File: src/rtl/display_pkg.sv
// Shared definitions for the display scan controller: FSM state encoding,
// segment constants (active-low, bit 6 = g) and a ceil(log2) helper.
package display_pkg;

   typedef enum logic [1:0] {
      ST_IDLE   = 2'd0,
      ST_CONV   = 2'd1,
      ST_COMMIT = 2'd2
   } state_t;

   localparam logic [6:0] SEG_BLANK = 7'b1111111;
   localparam logic [6:0] SEG_MINUS = 7'b0111111;
   localparam logic [6:0] SEG_ZERO  = 7'b1000000;

   // ceil(log2(value)), never less than 1 so it can size a register
   function automatic int clog2(input int value);
      int result;
      int rem;
      result = 0;
      rem    = value - 1;
      while (rem > 0) begin
         result = result + 1;
         rem    = rem >>> 1;
      end
      if (result < 1) begin
         result = 1;
      end else begin
         result = result;
      end
      return result;
   endfunction

endpackage

File: src/rtl/bin_to_bcd_serial.sv
// Serial shift-add-3 (double dabble) binary to BCD converter, one input bit
// per step. Internally it keeps enough BCD digits for any W-bit value, so
// anything beyond the DIGITS displayed digits is reported as ovf.
module bin_to_bcd_serial #(
   parameter int W      = 8,
   parameter int DIGITS = 3
) (
   input  logic                clk,
   input  logic                rst,
   input  logic                start,
   input  logic                step,
   input  logic [W-1:0]        bin,
   output logic [4*DIGITS-1:0] bcd,
   output logic                ovf
);

   // (W+2)/3 decimal digits always hold 2^W-1
   localparam int ND_FULL = (W + 2) / 3;
   localparam int ND_INT  = (ND_FULL > DIGITS) ? ND_FULL : DIGITS;
   localparam int BW      = 4 * ND_INT;

   logic [W-1:0]  shreg_r;
   logic [BW-1:0] bcd_r;
   logic [BW-1:0] adj_s;

   // Add 3 to every BCD digit that is 5 or more before the next shift
   always_comb begin
      adj_s = bcd_r;
      for (int i = 0; i < ND_INT; i++) begin
         if (bcd_r[4*i +: 4] >= 4'd5) begin
            adj_s[4*i +: 4] = bcd_r[4*i +: 4] + 4'd3;
         end else begin
            adj_s[4*i +: 4] = bcd_r[4*i +: 4];
         end
      end
   end

   // Operand shift register and BCD accumulator
   always_ff @(posedge clk) begin
      if (rst) begin
         shreg_r <= '0;
         bcd_r   <= '0;
      end else if (start) begin
         shreg_r <= bin;
         bcd_r   <= '0;
      end else if (step) begin
         shreg_r <= {shreg_r[W-2:0], 1'b0};
         bcd_r   <= {adj_s[BW-2:0], shreg_r[W-1]};
      end else begin
         shreg_r <= shreg_r;
         bcd_r   <= bcd_r;
      end
   end

   assign bcd = bcd_r[4*DIGITS-1:0];

   generate
      if (ND_INT > DIGITS) begin : g_ovf
         assign ovf = |bcd_r[BW-1:4*DIGITS];
      end else begin : g_no_ovf
         assign ovf = 1'b0;
      end
   endgenerate

endmodule

File: src/rtl/decoder_7seg.sv
// BCD digit to active-low seven-segment pattern (bit 6 = g .. bit 0 = a).
// Codes above 9 decode to a blank digit.
module decoder_7seg
   import display_pkg::*;
(
   input  logic [3:0] bcd,
   output logic [6:0] seg
);

   // Pure lookup of the segment pattern for one digit
   always_comb begin
      seg = SEG_BLANK;
      case (bcd)
         4'd0:    seg = 7'b1000000;
         4'd1:    seg = 7'b1111001;
         4'd2:    seg = 7'b0100100;
         4'd3:    seg = 7'b0110000;
         4'd4:    seg = 7'b0011001;
         4'd5:    seg = 7'b0010010;
         4'd6:    seg = 7'b0000010;
         4'd7:    seg = 7'b1111000;
         4'd8:    seg = 7'b0000000;
         4'd9:    seg = 7'b0010000;
         default: seg = SEG_BLANK;
      endcase
   end

endmodule

File: src/rtl/display_scan_controller.sv
// Multiplexed signed/unsigned decimal display driver.
// A load in IDLE captures num/is_signed, converts the magnitude serially in
// W cycles, commits the new digits in one COMMIT cycle and returns to IDLE.
// A free-running refresh counter scans the DIGITS magnitude positions plus
// the sign position (bit DIGITS of an). seg and an are registered.
// Optional feature: define DISPLAY_LZB_EN to blank leading zero digits.
module display_scan_controller
   import display_pkg::*;
#(
   parameter int W        = 8,
   parameter int DIGITS   = 3,
   parameter int SCAN_DIV = 50000
) (
   input  logic            clk,
   input  logic            rst,
   input  logic [W-1:0]    num,
   input  logic            is_signed,
   input  logic            load,
   output logic            busy,
   output logic            ovf,
   output logic [6:0]      seg,
   output logic [DIGITS:0] an
);

   localparam int CW   = clog2(W);
   localparam int CNTW = clog2(SCAN_DIV);
   localparam int IW   = clog2(DIGITS + 1);

   state_t                state_r;
   state_t                state_nxt_s;
   logic [CW-1:0]         bit_cnt_r;
   logic                  start_s;
   logic                  step_s;
   logic                  commit_s;
   logic [W-1:0]          mag_s;
   logic                  neg_cap_r;
   logic [4*DIGITS-1:0]   bcd_s;
   logic                  conv_ovf_s;

   logic [4*DIGITS-1:0]   digits_r;
   logic [4*DIGITS-1:0]   digits_nxt_s;
   logic                  neg_disp_r;
   logic                  neg_nxt_s;
   logic                  ovf_r;
   logic                  ovf_nxt_s;
   logic [CNTW-1:0]       cnt_r;
   logic [CNTW-1:0]       cnt_nxt_s;
   logic [IW-1:0]         idx_r;
   logic [IW-1:0]         idx_nxt_s;
   logic [DIGITS:0]       an_r;
   logic [DIGITS:0]       an_nxt_s;
   logic [6:0]            seg_r;
   logic [6:0]            seg_nxt_s;
   logic                  busy_r;
   logic [3:0]            sel_bcd_s;
   logic [6:0]            dec_seg_s;
   logic                  blank_s;

   // Two's complement negate only for signed negative inputs; -2^(W-1) maps to 2^(W-1)
   assign mag_s = (is_signed && num[W-1]) ? (~num + {{(W-1){1'b0}}, 1'b1}) : num;

   bin_to_bcd_serial #(
      .W      (W),
      .DIGITS (DIGITS)
   ) u_conv (
      .clk   (clk),
      .rst   (rst),
      .start (start_s),
      .step  (step_s),
      .bin   (mag_s),
      .bcd   (bcd_s),
      .ovf   (conv_ovf_s)
   );

   // FSM next state and converter control; load is only honoured in IDLE
   always_comb begin
      state_nxt_s = state_r;
      start_s     = 1'b0;
      step_s      = 1'b0;
      commit_s    = 1'b0;
      case (state_r)
         ST_IDLE: begin
            if (load) begin
               start_s     = 1'b1;
               state_nxt_s = ST_CONV;
            end else begin
               state_nxt_s = ST_IDLE;
            end
         end
         ST_CONV: begin
            step_s = 1'b1;
            if (bit_cnt_r == CW'(W - 1)) begin
               state_nxt_s = ST_COMMIT;
            end else begin
               state_nxt_s = ST_CONV;
            end
         end
         ST_COMMIT: begin
            commit_s    = 1'b1;
            state_nxt_s = ST_IDLE;
         end
         default: begin
            state_nxt_s = ST_IDLE;
         end
      endcase
   end

   // FSM state, conversion bit counter, captured sign and busy flag
   always_ff @(posedge clk) begin
      if (rst) begin
         state_r   <= ST_IDLE;
         bit_cnt_r <= '0;
         neg_cap_r <= 1'b0;
         busy_r    <= 1'b0;
      end else begin
         state_r <= state_nxt_s;
         busy_r  <= (state_nxt_s != ST_IDLE);
         if (start_s) begin
            bit_cnt_r <= '0;
            neg_cap_r <= is_signed & num[W-1];
         end else if (step_s) begin
            bit_cnt_r <= bit_cnt_r + CW'(1);
            neg_cap_r <= neg_cap_r;
         end else begin
            bit_cnt_r <= bit_cnt_r;
            neg_cap_r <= neg_cap_r;
         end
      end
   end

   // Next display contents (swapped atomically on COMMIT) and scan position
   always_comb begin
      digits_nxt_s = digits_r;
      neg_nxt_s    = neg_disp_r;
      ovf_nxt_s    = ovf_r;
      cnt_nxt_s    = cnt_r;
      idx_nxt_s    = idx_r;
      if (commit_s) begin
         digits_nxt_s = bcd_s;
         neg_nxt_s    = neg_cap_r;
         ovf_nxt_s    = conv_ovf_s;
      end else begin
         digits_nxt_s = digits_r;
      end
      if (cnt_r == CNTW'(SCAN_DIV - 1)) begin
         cnt_nxt_s = '0;
         if (idx_r == IW'(DIGITS)) begin
            idx_nxt_s = '0;
         end else begin
            idx_nxt_s = idx_r + IW'(1);
         end
      end else begin
         cnt_nxt_s = cnt_r + CNTW'(1);
         idx_nxt_s = idx_r;
      end
   end

   // Pick the BCD digit shown at the next scan position
   always_comb begin
      sel_bcd_s = 4'd0;
      for (int i = 0; i < DIGITS; i++) begin
         if (idx_nxt_s == IW'(i)) begin
            sel_bcd_s = digits_nxt_s[4*i +: 4];
         end else begin
            sel_bcd_s = sel_bcd_s;
         end
      end
   end

   decoder_7seg u_dec (
      .bcd (sel_bcd_s),
      .seg (dec_seg_s)
   );

`ifdef DISPLAY_LZB_EN
   logic [DIGITS-1:0] lz_s;

   // lz_s[i]: digit i and every higher magnitude digit are zero; digit 0 is never blanked
   always_comb begin
      lz_s    = '0;
      blank_s = 1'b0;
      for (int i = DIGITS - 1; i >= 0; i--) begin
         if (i == DIGITS - 1) begin
            lz_s[i] = (digits_nxt_s[4*i +: 4] == 4'd0);
         end else begin
            lz_s[i] = (digits_nxt_s[4*i +: 4] == 4'd0) && lz_s[i+1];
         end
      end
      for (int i = 1; i < DIGITS; i++) begin
         if (idx_nxt_s == IW'(i)) begin
            blank_s = lz_s[i];
         end else begin
            blank_s = blank_s;
         end
      end
   end
`else
   // Leading zeros are always shown in this build
   assign blank_s = 1'b0;
`endif

   // Segment pattern and one-hot active-low anode for the next scan position
   always_comb begin
      an_nxt_s  = '1;
      seg_nxt_s = SEG_BLANK;
      for (int i = 0; i <= DIGITS; i++) begin
         if (idx_nxt_s == IW'(i)) begin
            an_nxt_s[i] = 1'b0;
         end else begin
            an_nxt_s[i] = 1'b1;
         end
      end
      if (idx_nxt_s == IW'(DIGITS)) begin
         seg_nxt_s = neg_nxt_s ? SEG_MINUS : SEG_BLANK;
      end else if (ovf_nxt_s) begin
         seg_nxt_s = SEG_MINUS;
      end else if (blank_s) begin
         seg_nxt_s = SEG_BLANK;
      end else begin
         seg_nxt_s = dec_seg_s;
      end
   end

   // Display registers, refresh counter, scan index and registered outputs
   always_ff @(posedge clk) begin
      if (rst) begin
         digits_r   <= '0;
         neg_disp_r <= 1'b0;
         ovf_r      <= 1'b0;
         cnt_r      <= '0;
         idx_r      <= '0;
         an_r       <= {{DIGITS{1'b1}}, 1'b0};
         seg_r      <= SEG_ZERO;
      end else begin
         digits_r   <= digits_nxt_s;
         neg_disp_r <= neg_nxt_s;
         ovf_r      <= ovf_nxt_s;
         cnt_r      <= cnt_nxt_s;
         idx_r      <= idx_nxt_s;
         an_r       <= an_nxt_s;
         seg_r      <= seg_nxt_s;
      end
   end

   assign busy = busy_r;
   assign ovf  = ovf_r;
   assign seg  = seg_r;
   assign an   = an_r;

endmodule

File: config.mk
export PLATFORM = sky130hd
export DESIGN_NAME = display_scan_controller
export DESIGN_NICKNAME = d
export VERILOG_FILES = /design/src/rtl/display_pkg.sv /design/src/rtl/bin_to_bcd_serial.sv /design/src/rtl/decoder_7seg.sv /design/src/rtl/display_scan_controller.sv
export SDC_FILE = /design/constraint.sdc
export NUM_CORES = 1
export LEC_CHECK = 0
export ABC_AREA = 1
export CAP_MARGIN = 0
export CORE_MARGIN = 2
export CORE_UTILIZATION = 53
export DETAILED_ROUTE_END_ITERATION = 6
export GPL_ROUTABILITY_DRIVEN = 0
export PLACE_DENSITY = 0.73
export SLEW_MARGIN = 20
export SYNTH_ARGS = -nofsm -noshare
export SYNTH_HDL_FRONTEND = slang
export SYNTH_SLANG_ARGS = --single-unit
File: constraint.sdc
create_clock -name clk -period 2.9 [get_ports clk]
set_clock_uncertainty 0.2 [all_clocks]
set_input_delay 0.58 -clock clk [delete_from_list [all_inputs] [get_ports clk]]
set_output_delay 0.58 -clock clk [all_outputs]
set_load 0.05 [all_outputs]
==> metrics.cfg, run 1 <==
[sta]
setup-tns-final_ps = 0
worst_pin_slew_ps = 533
clock.fmax_ghz = 0.386
fin_crit_ps = 2590
setup_violations = 0
fin_ws_ps = 307
rsz0062_at_grt = no
slew_headroom_pct = 64.4
fin_crit_sh_pct = 89.4
drv_slew = 0
timing_hold_violations_final = 0

[logic_synthesis]
avgSynthCellArea_um2 = 7.52
synthAdderAreaFrac_pct = 6.07
synth_seq_cells = 70
synth-simple-area-share_pct = 28.5
synthesis.nets = 495
yosysUniqueCellTypes = 36
synth-xor-area-share_pct = 3.00
yosysSeqAreaShare_pct = 40.0
synth-compound-area-share_pct = 13.3
yosys_warnings = 0
synthMuxAreaShare_pct = 0.857
syn_inst = 466
syn-cell-area_mm2 = 0.00351
synth_top_family_by_area = simple AND/OR/NAND/NOR gates

[worst_setup_path]
critPathRequiredTime_ps = 2930
cp-startpoint = cnt_r[0]
crit_path_start_kind = flop
r2r-start = cnt_r[0]
crit_fanout = 11
crit_type = reg -> reg
reg2reg_slack_ps = 310
critPathCaptureType = flop
cp.arrival_ps = 2620

[die]
fp.dieW_um = 85.3
die_h_um = 85.3
initial_core_util_pct = 54.9
ios = 25
die-area_mm2 = 0.00728
placeableCoreArea_mm2 = 0.00639
row_count = 29

[layout]
layout_commonest_cell = nand2_1
utilization_pct = 62.8
antennaDiodeCount = 0
drive_gt1_share_pct = 11.0
fillerInstances = 566
fin_nets = 527
final_cell_mix = nand2_1, dfxtp_1, inv_1, nor2_1, a21oi_1
syn_to_final_growth_pct = 14.3

[clock_network]
cts_resized = 0
cts_tree = built
hold_buffers = 0
clk_path_buf_depth = 2
cts_buffers = 9
clock_sinks = 70
h-tree-depth = 3
post-cts-setup-buffers = 0
clk_latency_ps = 340
clk_pin_slew_ps = 70
cts_root_buf = clkbuf_8

[power_and_ir_drop]
p_leak_nw = 1.75
switching_share_pct = 24.2
seqPwrFrac_pct = 54.9
power_density_mw_per_mm2 = 455
switching_power_w = 0.000441
p_comb_share_pct = 7.9
peakVddDrop_uv = 300
p_int_w = 0.00138
pwr-share-clk_pct = 37.2

[place]
dpl_worst_slack_ps = 311
hpwlAfterDp_mm = 4.95
portBuffers = 24

[grt]
grt.total_usage_pct = 19.9
grt_max_degree = 23
overflow = 0
grt_pass1_wl_mm = 11.7
antenna_found_initial = 0
grt_pass1_vias = 2709

[run_status]
outcome = complete, no violations

[drt]
routed_wl_mm = 6.81
viasPerCell = 5.10
drt.antenna.violating_nets = 0
drc = 0
drtIter0Drc = 131
wl_per_cell_um = 11.8
via_count = 2945
dr.pass1.iters = 4

[hold_path]
worstHoldStart = cnt_r[0]
min_path_type = reg -> reg

[run]
maxCapViolCount = 0

-- power by group through the flow --
stage	sequential [W]	combinational [W]	clock, W
final	0.00100	0.000145	0.000678
after global routing	0.00100	0.000165	0.000733
after CTS	0.00100	0.000145	0.000691
after detailed placement	0.00102	0.000145	0
after global placement	0.00102	0.000142	0
after floorplan	0.00102	0.0000932	0
-- per-layer routing --
metal	vias up	wire, um	share of wire, %	global-route usage [%]
met4	0	138	2.0	8.37
met1	1329	3400	50	25.6
li1	1559	-	-	-
met2	42	3080	45	32.2
met3	15	186	2.7	4.18
met5	-	0	0	0
-- path summary, 6_finish.rpt --
path,endpoint,cells past startpoint
setup / recovery,seg[5],17
hold / removal,cnt_r[0],1
setup reg to reg,seg[5],17
hold reg to reg,cnt_r[0],1
-- layout make-up --
cell class | count | area, um2 | share of cell area [%]
Sequential cell | 70 | 1400 | 35.0
Clock inverter | 2 | 10.0 | 0.250
Timing Repair Buffer | 31 | 293 | 7.31
Multi-Input combinational cell | 321 | 1810 | 45.2
Inverter | 65 | 244 | 6.09
Clock buffer | 11 | 151 | 3.78
Tap cell | 77 | 96.3 | 2.40
-- cells in the mapped netlist --
cell type  number  share of area [%]
nand3b_1        1               0.21
o211ai_1        8                1.7
a21oi_1        35                5.0
clkbuf_1        8               0.86
o21a_1         10                2.1
nand3b_2        2               0.64
xor2_1          8                2.0
nand4_1         3               0.54
nor2_1         60                6.4
nor2_4          4                1.3
inv_1          62                6.6
a31oi_1         2               0.36
buf_4           1               0.21
o21bai_1        1               0.21
nand3_2         3               0.86
nor3b_1         5                1.1
nand2_2         9                1.6
clkinv_1        2               0.21
o221ai_1        1               0.25
nor3_1          6               0.86
nor2_2          5               0.89
nand3_4         1               0.50
dfxtp_1        70                 40
nand2_4         1               0.32
inv_2           1               0.11
nand2_1        74                7.9
a221oi_1        1               0.25
ha_1           17                6.1
or2_0           1               0.18
xnor2_1         4                1.0
o31ai_1         3               0.64
nand3_1        25                3.6
o21ai_0        19                2.7
mux2i_1         3               0.86
buf_6           1               0.32
or2_2           9                1.6
-- registers in the layout, summed over array words and instances, names as in the netlist --
| signal | count |
|---|---|
| bit_cnt_r | 3 |
| u_conv.shreg_r | 8 |
| state_r | 2 |
| seg | 7 |
| an | 4 |
| neg_cap_r | 1 |
| cnt_r | 16 |
| digits_r | 12 |
| u_conv.bcd | 12 |
| busy | 1 |
| ovf | 1 |
| neg_disp_r | 1 |
| idx_r | 2 |
-- cells by family (layout without fill, tap and decap cells) --
group,after synthesis,in the layout
fa+ha+maj,17,17
compound gates,80,80
buf+inv,75,109
simple gates,209,209
mux,3,3
xor+xnor,12,12
flops,70,70
-- worst max-delay path, cell delays in order, from the launching register on --
cell and delay [ps]:
dfxtp_1 360, ha_1 190, nand3_1 150, nor2_2 170
nand2_1 100, nand2_1 90, nand2_2 160, nand2_2 150
nor2_1 80, nor2_4 210, inv_1 110, ha_1 210
inv_1 50, nand2_1 50, inv_1 50, nor2_1 40
nor2_1 90, nor2_1 40
-- stage by stage --
step | instance area (um2) | power, W | hold WS, ps | std cells
floorplan | 3510 | 0.00112 | 218 | 466
detailed placement | 3850 | 0.00117 | 245 | 564
global placement | 3850 | 0.00116 | 231 | 564
finish | 4010 | 0.00182 | 255 | 577
global route | 4010 | 0.00190 | 278 | 577
CTS | 4010 | 0.00184 | 260 | 577
(Power assumes the default switching activity.)
==> run 2: changes to the inputs <==
--- a/config.mk
+++ b/config.mk
@@ -12,7 +12,7 @@
 export DETAILED_ROUTE_END_ITERATION = 6
 export GPL_ROUTABILITY_DRIVEN = 0
 export PLACE_DENSITY = 0.73
-export SLEW_MARGIN = 20
+export SLEW_MARGIN = 30
 export SYNTH_ARGS = -nofsm -noshare
 export SYNTH_HDL_FRONTEND = slang
 export SYNTH_SLANG_ARGS = --single-unit
==> results of run 2 <==
Final layout, timing and power as in run 1 (identical DEF).
==> run 3: changes to the inputs <==
--- a/config.mk
+++ b/config.mk
@@ -9,6 +9,7 @@
 export CAP_MARGIN = 0
 export CORE_MARGIN = 2
 export CORE_UTILIZATION = 53
+export CTS_BUF_LIST = sky130_fd_sc_hd__clkbuf_8
 export DETAILED_ROUTE_END_ITERATION = 6
 export GPL_ROUTABILITY_DRIVEN = 0
 export PLACE_DENSITY = 0.73
==> results of run 3 <==
Final layout, timing and power as in run 1 (identical DEF).
